$ cat src/rtl/wb_pkg.sv
// Shared constants and the queue entry type for the write-back queue.
package wb_pkg;

  localparam int WB_DW = 8;
  localparam int WB_AW = 3;

  typedef struct packed {
    logic [WB_AW-1:0] addr;
    logic [WB_DW-1:0] data;
  } wb_entry_t;

endpackage

$ cat src/rtl/wb_match.sv
// Bypass lookup: finds the newest occupied queue entry whose address matches ra.
module wb_match
  import wb_pkg::*;
#(
  parameter int  DEPTH = 4,
  localparam int PW    = $clog2(DEPTH)
) (
  input  wb_entry_t         entries [DEPTH],
  input  logic [DEPTH-1:0]  valid,
  input  logic [PW-1:0]     tail,
  input  logic [WB_AW-1:0]  ra,
  output logic              hit,
  output logic [WB_DW-1:0]  data
);

  logic [PW-1:0] idx;

  // Walk oldest to newest so the last match assigned is the newest one.
  // NOTE: every always_comb output gets a default first so no latch is inferred.
  always_comb begin
    hit  = 1'b0;
    data = '0;
    idx  = '0;
    for (int k = DEPTH; k >= 1; k--) begin
      idx = tail - PW'(k);
      if (valid[idx] && (entries[idx].addr == ra)) begin
        hit  = 1'b1;
        data = entries[idx].data;
      end
    end
  end

endmodule

$ cat src/rtl/wb_queue.sv
// In-order write-back queue feeding the register file write port, with two
// bypass lookups over pending entries.
module wb_queue
  import wb_pkg::*;
#(
  parameter int DEPTH = 4,
  parameter int DW    = WB_DW,
  parameter int AW    = WB_AW
) (
  input  logic                       clk,
  input  logic                       rst,
  input  logic                       in_valid,
  input  logic [AW-1:0]              in_addr,
  input  logic [DW-1:0]              in_data,
  output logic                       in_ready,
  input  logic                       wp_stall,
  output logic                       we3,
  output logic [AW-1:0]              wa3,
  output logic [DW-1:0]              wd3,
  input  logic [AW-1:0]              ra1,
  input  logic [AW-1:0]              ra2,
  output logic                       hit1,
  output logic                       hit2,
  output logic [DW-1:0]              fwd1,
  output logic [DW-1:0]              fwd2,
  output logic [$clog2(DEPTH):0]     count
);

  localparam int PW = $clog2(DEPTH);
  localparam int CW = PW + 1;

  // Entry widths come from wb_entry_t; DW/AW are expected to stay at the defaults.
  wb_entry_t        mem_q [DEPTH];
  wb_entry_t        mem_d [DEPTH];
  logic [PW-1:0]    head_q, head_d;
  logic [PW-1:0]    tail_q, tail_d;
  logic [CW-1:0]    count_q, count_d;
  logic [DEPTH-1:0] valid_mask;
  logic             empty;
  logic             push;
  logic             pop;

  assign empty    = (count_q == '0);
  assign in_ready = (count_q != CW'(DEPTH));
  assign we3      = !empty && !wp_stall;
  assign wa3      = empty ? '0 : mem_q[head_q].addr;
  assign wd3      = empty ? '0 : mem_q[head_q].data;
  assign count    = count_q;

  assign push = in_valid && in_ready;
  assign pop  = we3;

  always_comb begin
    head_d  = head_q;
    tail_d  = tail_q;
    count_d = count_q;
    mem_d   = mem_q;
    if (push) begin
      mem_d[tail_q] = '{addr: in_addr, data: in_data};
      tail_d        = tail_q + 1'b1;
    end
    if (pop) begin
      head_d = head_q + 1'b1;
    end
    case ({push, pop})
      2'b10:   count_d = count_q + 1'b1;
      2'b01:   count_d = count_q - 1'b1;
      default: count_d = count_q;
    endcase
  end

  // Entry i is occupied when its distance from head is below count.
  always_comb begin
    valid_mask = '0;
    for (int i = 0; i < DEPTH; i++) begin
      valid_mask[i] = ({1'b0, PW'(i) - head_q} < count_q);
    end
  end

  // NOTE: sequential state uses non-blocking assignments so all flops update together.
  always_ff @(posedge clk or negedge rst) begin
    if (!rst) begin
      head_q  <= '0;
      tail_q  <= '0;
      count_q <= '0;
    end else begin
      head_q  <= head_d;
      tail_q  <= tail_d;
      count_q <= count_d;
    end
  end

  // NOTE: entry storage is not reset; occupancy is governed solely by head/count.
  always_ff @(posedge clk) begin
    mem_q <= mem_d;
  end

  wb_match #(.DEPTH(DEPTH)) u_match1 (
    .entries (mem_q),
    .valid   (valid_mask),
    .tail    (tail_q),
    .ra      (ra1),
    .hit     (hit1),
    .data    (fwd1)
  );

  wb_match #(.DEPTH(DEPTH)) u_match2 (
    .entries (mem_q),
    .valid   (valid_mask),
    .tail    (tail_q),
    .ra      (ra2),
    .hit     (hit2),
    .data    (fwd2)
  );

endmodule

$ cat config.mk
export PLATFORM = sky130hd
export DESIGN_NAME = wb_queue
export DESIGN_NICKNAME = d
export VERILOG_FILES = /design/src/rtl/wb_pkg.sv /design/src/rtl/wb_match.sv /design/src/rtl/wb_queue.sv
export SDC_FILE = /design/constraint.sdc
export NUM_CORES = 1
export LEC_CHECK = 0
export CAP_MARGIN = 20
export CORE_UTILIZATION = 55
export DETAILED_ROUTE_END_ITERATION = 8
export PLACE_DENSITY_LB_ADDON = 0.12
export SLEW_MARGIN = 15
export SYNTH_ARGS = -nofsm -noshare
export SYNTH_HDL_FRONTEND = slang
export SYNTH_SLANG_ARGS = --single-unit
export TNS_END_PERCENT = 1
$ cat constraint.sdc
create_clock -name clk -period 3.95 [get_ports clk]
set_input_delay 0.395 -clock clk [delete_from_list [all_inputs] [get_ports clk]]
set_output_delay 0.395 -clock clk [all_outputs]
set_load 0.005 [all_outputs]
==> run_results.csv <==
group,metric,value,unit
global_route,globalRoute.totalOverflow,0,
floorplan,top_level_ports,55,
finish,nFillCells,527,
sta,max_clock_freq,0.2652,GHz
finish,final_cells,481,
route,wirelength_per_cell,21.19,um
synthesis,async_sr_flop_fraction,13.73,%
finish,seqCellArea,0.001498,mm^2
cts,ctsHoldBuffers,0,
sta,period_utilisation_layout,95.47,%
floorplan,die-area,0.008149,mm^2
synthesis,most_repeated_cell_in_the_gate_level_netlist_after_synthesis,"mux4_2",
critical_path,start_kind,"flip-flop",
route,drtIter0Drc,443,
cts,clockRootBuffer,"clkbuf_8",
floorplan,die_h,90.27,um
power_and_ir_drop,power_per_cell_area,1058,mW/mm^2
critical_path,timing.critical_path.buf_inv,2,
sta,report.final.slew_viol_count,0,
finish,antenna_cells_inserted,0,
route,vias,3251,
route,drtAntennaViolNets,0,
synthesis,edff_count_synth,44,
sta,fin_skew,0.005911,ns
min_path,worstHoldPathType,"primary input to async pin",
synthesis,muxShareOfSynthArea,31.50,%
route,routed_via_density,6.759,
synthesis,synth_top_family_by_area,"multiplexers",
synthesis,number_of_nets_produced_by_synthesis,360,
synthesis,ys_seq_elements,51,
finish,share_of_layout_cells_above_drive_strength_1,26.44,%
sta,tightestPinTransition,0.5795,ns
finish,multi_input_area,0.002694,mm^2
cts,tritoncts,"built",
synthesis,yosys.area.top_type,"edfxtp_1",
critical_path,critical-path-slowest-cell,"mux4_2",
sta,relSlewSlack,61.37,%
sta,rsz_0062_raised_after_global_routing,"false",
placement,placement.io_buffers,54,
global_route,number_of_antenna_violations_at_the_first_check_in_global_routing,0,
sta,finalHoldViolCount,0,
global_route,grt_pass1_vias,3053,
critical_path,worst_path_largest_cell_delay,0.58,ns
synthesis,netlist_area,0.004285,mm^2
cts,numCtsBuffers,5,
finish,area.growth.synth_to_final,20.20,%
synthesis,synth_top_area_share,30.83,%
flow_run,max_cap_violations,0,
floorplan,rows,31,
synthesis,synthXorXnorAreaFrac,6.336,%
placement,placed_cells_incl_taps,472,
placement,place_congestion,0.8944,
sta,layout_min_cycle_time,3.771,ns
synthesis,synth-adder-area-share,3.095,%
critical_path,critPathTopFamily,"compound AO/OA/AOI/OAI gates",
critical_path,ordered_list_of_cells_on_the_worst_path,"inv_1 > ha_4 > mux4_2 > xor2_2 > a211oi_4 > and2_4 > a22oi_1 > a221oi_1 > clkdlybuf4s50_1",
critical_path,reg2reg_depth,10,
synthesis,part_of_the_yosys_area_used_for_sequential_elements,34.92,%
critical_path,largest_fanout_on_the_critical_path,8,
floorplan,initial_utilization,57.84,%
synthesis,post_synth_num_cell_types,44,
cts,clock_path_buffers,2,
floorplan,floorplan.die.width,90.27,um
critical_path,cp_num_cells,9,
cts,clk-insertion-delay-late,0.30,ns
power_and_ir_drop,vdd.ir_drop.worst,0.5268,mV
synthesis,netlist_top_cells_area,"edfxtp_1 31%, mux4_2 27%, dfrtp_1 4.1%",
cts,clkTransAtPathRegs,0.09,ns
sta,setup-violations-final,0,
cts,tritoncts_num_sinks,51,
run_status,outcome,"finished clean",
power_and_ir_drop,p_leak,1.708,nW
critical_path,cp_data_required_time,3.56,ns
global_route,track_usage,25.93,%
synthesis,synth_compound_gate_area_share,12.20,%
synthesis,synth_top_cells_by_count,"52 x mux4_2, 44 x edfxtp_1, 23 x a21oi_1, 17 x xnor2_1, 16 x a22oi_1",
finish,finalNetCount,412,
synthesis,synthSimpleGateAreaFrac,8.117,%
power_and_ir_drop,finalPower,5.451,mW
route,dr.pass1.iters,5,
floorplan,core-area,0.007408,mm^2
route,remaining_drc_errors,0,
synthesis,yosysWarnings,0,
route,drt-total-wl,10.19,mm
synthesis,synth_top_flop_cell,"edfxtp_1",
global_route,grt_max_degree,35,
critical_path,r2r_slack,1.65,ns
synthesis,syn_area_per_cell,13.03,um^2
cts,cts.htree.levels,2,
critical_path,worst_ep_arrival_time,3.38,ns
placement,dp.final_hpwl,7.588,mm
critical_path,cp-end-kind,"primary output",
global_route,grt_pass1_wl,16.40,mm
critical_path,timing.setup.critical_path_class,"flip-flop to primary output",
finish,final_cell_utilization_of_the_core,69.53,%
synthesis,syn_inst,329,
## where the power goes
| group | internal [mW] | total, mW | leakage [nW] | switching (mW) |
|---|---|---|---|---|
| Clock | 0.253 | 0.410 | 0.0654 | 0.157 |
| Sequential | 0.731 | 0.878 | 0.484 | 0.147 |
| Combinational | 2.22 | 4.16 | 1.16 | 1.94 |
| Total | 3.20 | 5.45 | 1.71 | 2.25 |
## registers in the layout, summed over array words and instances (netlist names)
signal,flops
head_q,2
tail_q,2
count,3
mem_q,44
## routing by layer
layer	vias up	part of all wire, %	routed length [um]	track usage [%]
met4	0	0.77	78	6.048
met3	7	7.2	734	2.778
met1	1645	46	4715	41.34
li1	1433	-	-	-
met2	166	46	4665	38.49
met5	-	0	0	0
## area by class of cell
type	count	area share, %
multi-input cells	245	52.30
flip-flops and latches	51	29.07
repair buffers	69	12.99
well taps	99	2.405
clock buffers	6	1.409
clock inverters	2	1.166
inverters	9	0.6558
## kinds of logic after synthesis
family                   count (synthesis)
flip-flops                              51
AO/OA/AOI/OAI                           69
multiplexers                            68
AND/OR/NAND/NOR                         67
adder cells (fa/ha/maj)                 10
XOR/XNOR                                31
buffers and inverters                   33
## per-stage QoR
stage | hold WS (ns) | worst slack (ns) | setup TNS [ns] | cell area (um^2)
global route | 0.3808 | 0.01388 | 0 | 5151
floorplan | 0.09941 | 0.2138 | 0 | 4285
CTS | 0.3509 | -0.002652 | -0.002652 | 5072
global placement | 0.5914 | 0.2991 | 0 | 4926
detailed placement | 0.6253 | 0.2491 | 0 | 4926
finish | 0.3540 | 0.1789 | 0 | 5151
## worst paths after layout
path / from / end
max: tail_q[1] / fwd1[1]
min: rst / count[0]
max reg2reg: count[1] / count[2]
min reg2reg: tail_q[1] / tail_q[1]
max in group asynchronous: rst / tail_q[0]
min in group clk: tail_q[1] / tail_q[1]
## what timing repair did
action | in CTS | in global routing
resized for setup | 3 | 17
pin swaps | 2 | 0
setup endpoints to repair | 12 | 17
buffers inserted | 1 | 0
## cells in the final DEF, fill, tap and decap left out, types with 3 or more instances in the layout
master	instances
nor2b_1	13
a221oi_1	5
clkbuf_8	5
xor2_1	13
a221oi_2	3
dfrtp_1	6
ha_1	8
and3_1	5
o221ai_2	4
mux2i_1	13
nor3_1	9
nand2_1	14
a22oi_1	16
a21oi_1	23
xnor2_1	17
nor2_1	13
inv_1	8
clkdlybuf4s50_1	54
a211oi_4	3
edfxtp_1	44
buf_4	13
o211ai_1	4
mux4_2	52
No activity file was read; power rests on OpenSTA's default activity.
